==> config.mk <==
export PLATFORM = sky130hd
export DESIGN_NAME = run_monitor
export DESIGN_NICKNAME = d
export VERILOG_FILES = /design/src/rtl/run_monitor.sv
export SDC_FILE = /design/constraint.sdc
export NUM_CORES = 1
export LEC_CHECK = 0
export ABC_CLOCK_PERIOD_IN_PS = 3700
export BUFFER_PORTS_ARGS = -buffer_cell sky130_fd_sc_hd__clkbuf_2
export CAP_MARGIN = 20
export CORE_ASPECT_RATIO = 1.4
export CORE_MARGIN = 2
export CORE_UTILIZATION = 45
export CTS_CLUSTER_DIAMETER = 80
export DETAILED_ROUTE_END_ITERATION = 6
export GPL_TIMING_DRIVEN = 0
export MAX_ROUTING_LAYER = met4
export PLACE_DENSITY = 0.68
export SLEW_MARGIN = 20
export SYNTH_ARGS = -nofsm -noshare
export SYNTH_HDL_FRONTEND = slang
export SYNTH_SLANG_ARGS = --single-unit
==> constraint.sdc <==
create_clock -name clk_i -period 3.7 [get_ports clk_i]
set_input_delay 0.185 -clock clk_i [delete_from_list [all_inputs] [get_ports clk_i]]
set_output_delay 0.185 -clock clk_i [all_outputs]
set_load 0.02 [all_outputs]
==> src/rtl/run_monitor.sv <==
// run_monitor: multi-channel completion monitor with watchdog, skew window and result cross-check
module run_monitor #(
  parameter int NUM_CH   = 2,
  parameter int DATA_W   = 32,
  parameter int CNT_W    = 16,
  parameter int SKEW_MAX = 4
) (
  input  logic                     clk_i,
  input  logic                     rst_i,
  input  logic                     start_i,
  input  logic [CNT_W-1:0]         timeout_i,
  input  logic                     check_exp_i,
  input  logic [DATA_W-1:0]        expected_i,
  input  logic [NUM_CH-1:0]        flag_i,
  input  logic [NUM_CH*DATA_W-1:0] result_i,
  output logic                     busy_o,
  output logic                     done_o,
  output logic [2:0]               status_o,
  output logic [DATA_W-1:0]        result_o,
  output logic [NUM_CH-1:0]        done_mask_o,
  output logic [CNT_W-1:0]         cycles_o
);
  localparam int SK_W = $clog2(SKEW_MAX + 2);
  typedef enum logic [1:0] {IDLE, RUN, COLLECT, REPORT} state_t;
  state_t                        state_q, state_d;
  logic [NUM_CH-1:0]             mask_q, mask_d;
  logic [NUM_CH-1:0][DATA_W-1:0] cap_q, cap_d;
  logic [CNT_W-1:0]              cnt_q, cnt_d, tmo_q, tmo_d;
  logic [SK_W-1:0]               skew_q, skew_d;
  logic                          chk_q, chk_d;
  logic [DATA_W-1:0]             exp_q, exp_d;
  logic [2:0]                    status_q, status_d;
  logic                          all_c, mism, tmo_hit, skew_hit;
  // Capture first flag per channel, advance counters, pick the run's final status on exit
  always_comb begin
    state_d  = state_q;
    mask_d   = mask_q;
    cap_d    = cap_q;
    cnt_d    = cnt_q;
    tmo_d    = tmo_q;
    skew_d   = skew_q;
    chk_d    = chk_q;
    exp_d    = exp_q;
    status_d = status_q;
    mism     = 1'b0;
    all_c    = 1'b0;
    tmo_hit  = 1'b0;
    skew_hit = 1'b0;
    case (state_q)
      IDLE: if (start_i) begin
        tmo_d    = timeout_i;
        chk_d    = check_exp_i;
        exp_d    = expected_i;
        mask_d   = '0;
        cap_d    = '0;
        cnt_d    = '0;
        skew_d   = '0;
        status_d = 3'd0;
        state_d  = RUN;
      end
      RUN, COLLECT: begin
        cnt_d  = &cnt_q ? cnt_q : cnt_q + 1'b1;
        skew_d = state_q == COLLECT ? skew_q + 1'b1 : '0;
        for (int k = 0; k < NUM_CH; k++)
          if (flag_i[k] && !mask_q[k]) begin
            mask_d[k] = 1'b1;
            cap_d[k]  = result_i[k*DATA_W +: DATA_W];
          end
        for (int k = 1; k < NUM_CH; k++) mism = mism | (cap_d[k] != cap_d[0]);
        all_c    = &mask_d;
        tmo_hit  = tmo_q != '0 && cnt_d == tmo_q && !all_c;
        skew_hit = state_q == COLLECT && skew_d == SK_W'(SKEW_MAX) && !all_c;
        if (all_c || tmo_hit || skew_hit) begin
          state_d  = REPORT;
          status_d = tmo_hit ? 3'd2 : skew_hit ? 3'd3 : mism ? 3'd4 :
                     (chk_q && cap_d[0] != exp_q) ? 3'd5 : 3'd1;
        end else if (state_q == RUN && |mask_d) state_d = COLLECT;
      end
      default: state_d = IDLE;
    endcase
  end
  // State and capture registers; reset aborts any run silently
  always_ff @(posedge clk_i)
    if (rst_i) begin
      state_q  <= IDLE;
      mask_q   <= '0;
      cap_q    <= '0;
      cnt_q    <= '0;
      tmo_q    <= '0;
      skew_q   <= '0;
      chk_q    <= 1'b0;
      exp_q    <= '0;
      status_q <= 3'd0;
    end else begin
      state_q  <= state_d;
      mask_q   <= mask_d;
      cap_q    <= cap_d;
      cnt_q    <= cnt_d;
      tmo_q    <= tmo_d;
      skew_q   <= skew_d;
      chk_q    <= chk_d;
      exp_q    <= exp_d;
      status_q <= status_d;
    end
  assign busy_o      = state_q == RUN || state_q == COLLECT;
  assign done_o      = state_q == REPORT;
  assign status_o    = status_q;
  assign result_o    = cap_q[0];
  assign done_mask_o = mask_q;
  assign cycles_o    = cnt_q;
endmodule
==> qor.yml <==
syn_avg_cell_area_um2: 8.11
grt_pass1_vias: 8561
yosys.area_share.adder_pct: 1.04
drc_errors: 0
cp_max_fo: 10
die_h_um: 166
ant_nets: 0
slew_viol_final: 0
drive_above_1_share_pct: 21.6
whs_ns: -0.00285
final_util_pct: 57.6
initial_core_util_pct: 45.7
cts_resized: 0
synth_cells: 1040
ys.flop_type: "dfxtp_1"
drtIter0Drc: 634
setup_viol: 0
clkPwrFrac_pct: 26.7
end_kind: "register"
ys_ff_latch: 139
antenna_cells: 0
chipWidth_um: 120
syn_nets: 1165
clock-sinks: 139
period_minus_slack_ns: 3.18
wire_per_inst_um: 20.9
p_leak_nw: 4.44
vias_per_cell: 5.68
core_um2: 18500
synth_top_family_by_area: "compound AO/OA/AOI/OAI gates"
min_path_type: "in2reg"
grtUsageMet1_pct: 35.2
cts_made_buffers: 17
synth-edff-count: 0
num_rows: 59
final.setup.tns_ns: 0
ir_drop_mv: 0.345
synthArstFlopShare_pct: 0
critical_path_class: "reg2reg"
worstSkewPairLatency_ns: 0.44
drt-pass1-iter-count: 5
globalRouteOverflowTotal: 0
globalplace.congestion: 1.03
combPwrFrac_pct: 42.1
synth_xor_area_share_pct: 7.37
grt_use_total_pct: 32.7
grt_pass1_wl_mm: 48.2
synth_compound_area_share_pct: 23.1
path_cells: "nor2b_1 -> buf_4 -> buf_4 -> buf_6 -> mux2i_1 -> xnor2_1 -> nand4_1 -> nor4_1 -> a21oi_1 -> o211ai_1 -> mux2i_1"
synth.largest_area_cell: "dfxtp_1"
max_freq_ghz: 0.314
tritoncts: "yes"
nNetsFinal: 1402
ys_warn_count: 0
tightest_slew_ns: 0.731
fin_crit_sh_pct: 86.0
worst_slack_ns: 0.516
yosysMostFrequentCell: "dfxtp_1"
routed_wl_mm: 32.0
synth.area.mux_share_pct: 7.95
cts_buffer_depth: 2
violations: "hold timing"
vias: 8717
relSlewSlack_pct: 51.3
outcome: "finished, violations left"
worstPathRequired_ns: 4.01
grtUsageMet3_pct: 5.46
crit_slowest_cell: "mux2i_1"
cts_root_buf: "clkbuf_16"
htreeDepth: 4
drv_cap: 0
p_per_area_nw_per_um2: 603
power_frac_seq_pct: 31.2
grt_use_met2_pct: 56.0
arrival_ns: 3.50
slowest_delay_ns: 0.50
synth_cell_types: 75
synthTopCellsByArea: "dfxtp_1 (33%), mux2i_1 (7.9%), a22oi_1 (6.1%)"
synth_top_area_share_pct: 33.0
grt_antenna_before_repair: 0
swShare_pct: 43.0
clkSlewWorstSetupHoldPaths_ns: 0.06
dp_hpwl_mm: 24.8
synthToLayoutAreaGrowth_pct: 26.1
grt_max_degree: 17
die_area_um2: 19900
synth_common_cells: "dfxtp_1 (139), nand2_1 (127), nor2_1 (95), a21oi_1 (80), a22oi_1 (69)"
rsz0062_at_grt: "no"
pre_cts_slack_ns: 0.596
cp-start-kind: "register"
port_buffers: 172
seq_area_frac_synth_pct: 33.0
syn_area_um2: 8440
path_buf_inv: 3
finalHoldViolCount: 1
net-switching-power_mw: 2.76
yosys.area_share.simple_pct: 18.9
num_io_pins: 173
place_inst: 1456
crit_family: "simple AND/OR/NAND/NOR gates"
skew_ns: 0.0113
globalRoute.busiestLayer: "met2"
stdcell_count: 1534
p_int_mw: 3.65
## timing repair
item | CTS | global route
setup endpoints to repair | 0 | 0
hold buffers | 45 | 1
buffers inserted | 0 | 0
hold endpoints to repair | 45 | 1
## cell usage in the layout, fill, tap and decap left out, drive strengths merged, types with 3 or more instances in the layout
master,instances
clkinv,6
o22ai,11
and3,3
dlygate4sd3,46
nand2b,11
o31ai,9
nand3,10
a2111oi,4
nand4,17
dfxtp,139
a221oi,6
nor4,17
nor2,95
buf,55
o21ai,32
inv,50
xnor2,48
o221ai,7
a222oi,4
mux2i,67
nand2,127
clkbuf,242
nor2b,7
a21oi,80
a211oi,3
nor3,20
ha,7
xor2,23
a22oi,69
or4,3
a22o,27
o2bb2ai,5
## power by group through the flow
stage	Combinational [mW]	Clock (mW)	Sequential (mW)
after floorplan	1.82	0	1.92
after global placement	2.61	0	2.02
after detailed placement	2.62	0	2.02
after CTS	2.67	1.72	1.99
after global routing	2.92	1.78	2.02
final	2.70	1.71	2.00
## through the flow
| stage | power, mW | hold slack (ns) | area (µm²) |
|---|---|---|---|
| 6_report | 6.41 | -0.00285 | 10600 |
| 5_1_grt | 6.72 | 0.00486 | 10600 |
| 4_1_cts | 6.39 | 0.000134 | 10600 |
| 3_5_place_dp | 4.64 | 0.419 | 9610 |
| 3_3_place_gp | 4.63 | 0.415 | 9610 |
| 2_1_floorplan | 3.74 | 0.321 | 8440 |
## layout make-up
cell class,instances,area (µm²)
fillers,1750,7820
multi-input cells,750,4920
flip-flops and latches,139,2780
repair buffers,218,1320
plain buffers,107,568
clock buffers,18,439
well taps,244,305
inverters,44,165
clock inverters,14,134
## sequential cells by signal, summed over array words and instances (netlist names)
| signal | flops |
|---|---|
| status_o | 3 |
| chk_q | 1 |
| result_o | 32 |
| done_mask_o | 2 |
| tmo_q | 16 |
| skew_q | 3 |
| cap_q | 32 |
| exp_q | 32 |
| state_q | 2 |
| cycles_o | 16 |
## worst reg2reg max path, stage by stage (launching register included)
cell and delay [ns]:
dfxtp_1 0.37, nor2b_1 0.22, buf_4 0.27, buf_4 0.28, buf_6 0.22, mux2i_1 0.50
xnor2_1 0.18, nand4_1 0.17, nor4_1 0.40, a21oi_1 0.16, o211ai_1 0.21, mux2i_1 0.08
## routing by layer
layer  vias to the layer above  wire (µm)
li1                       4169          -
met1                      4096      12100
met2                       351      16000
met3                       101       1780
met4                         0       2070
met5                         -          0
## path summary, 6_finish.rpt
path	startpoint	to	slack, ns	cells past startpoint
hold reg to reg	exp_q[9]	exp_q[9]	0.46	2
hold / removal	expected_i[27]	exp_q[27]	-0.003	3
setup reg to reg	done_mask_o[0]	status_o[2]	0.52	11
setup / recovery	done_mask_o[0]	status_o[2]	0.52	11
## kinds of logic after synthesis
family | Yosys count
fa+ha+maj | 7
xor+xnor | 71
compound gates | 280
mux | 67
simple gates | 325
buf+inv | 151
flops | 139
Note: power is estimated with default switching activity, not from simulation.
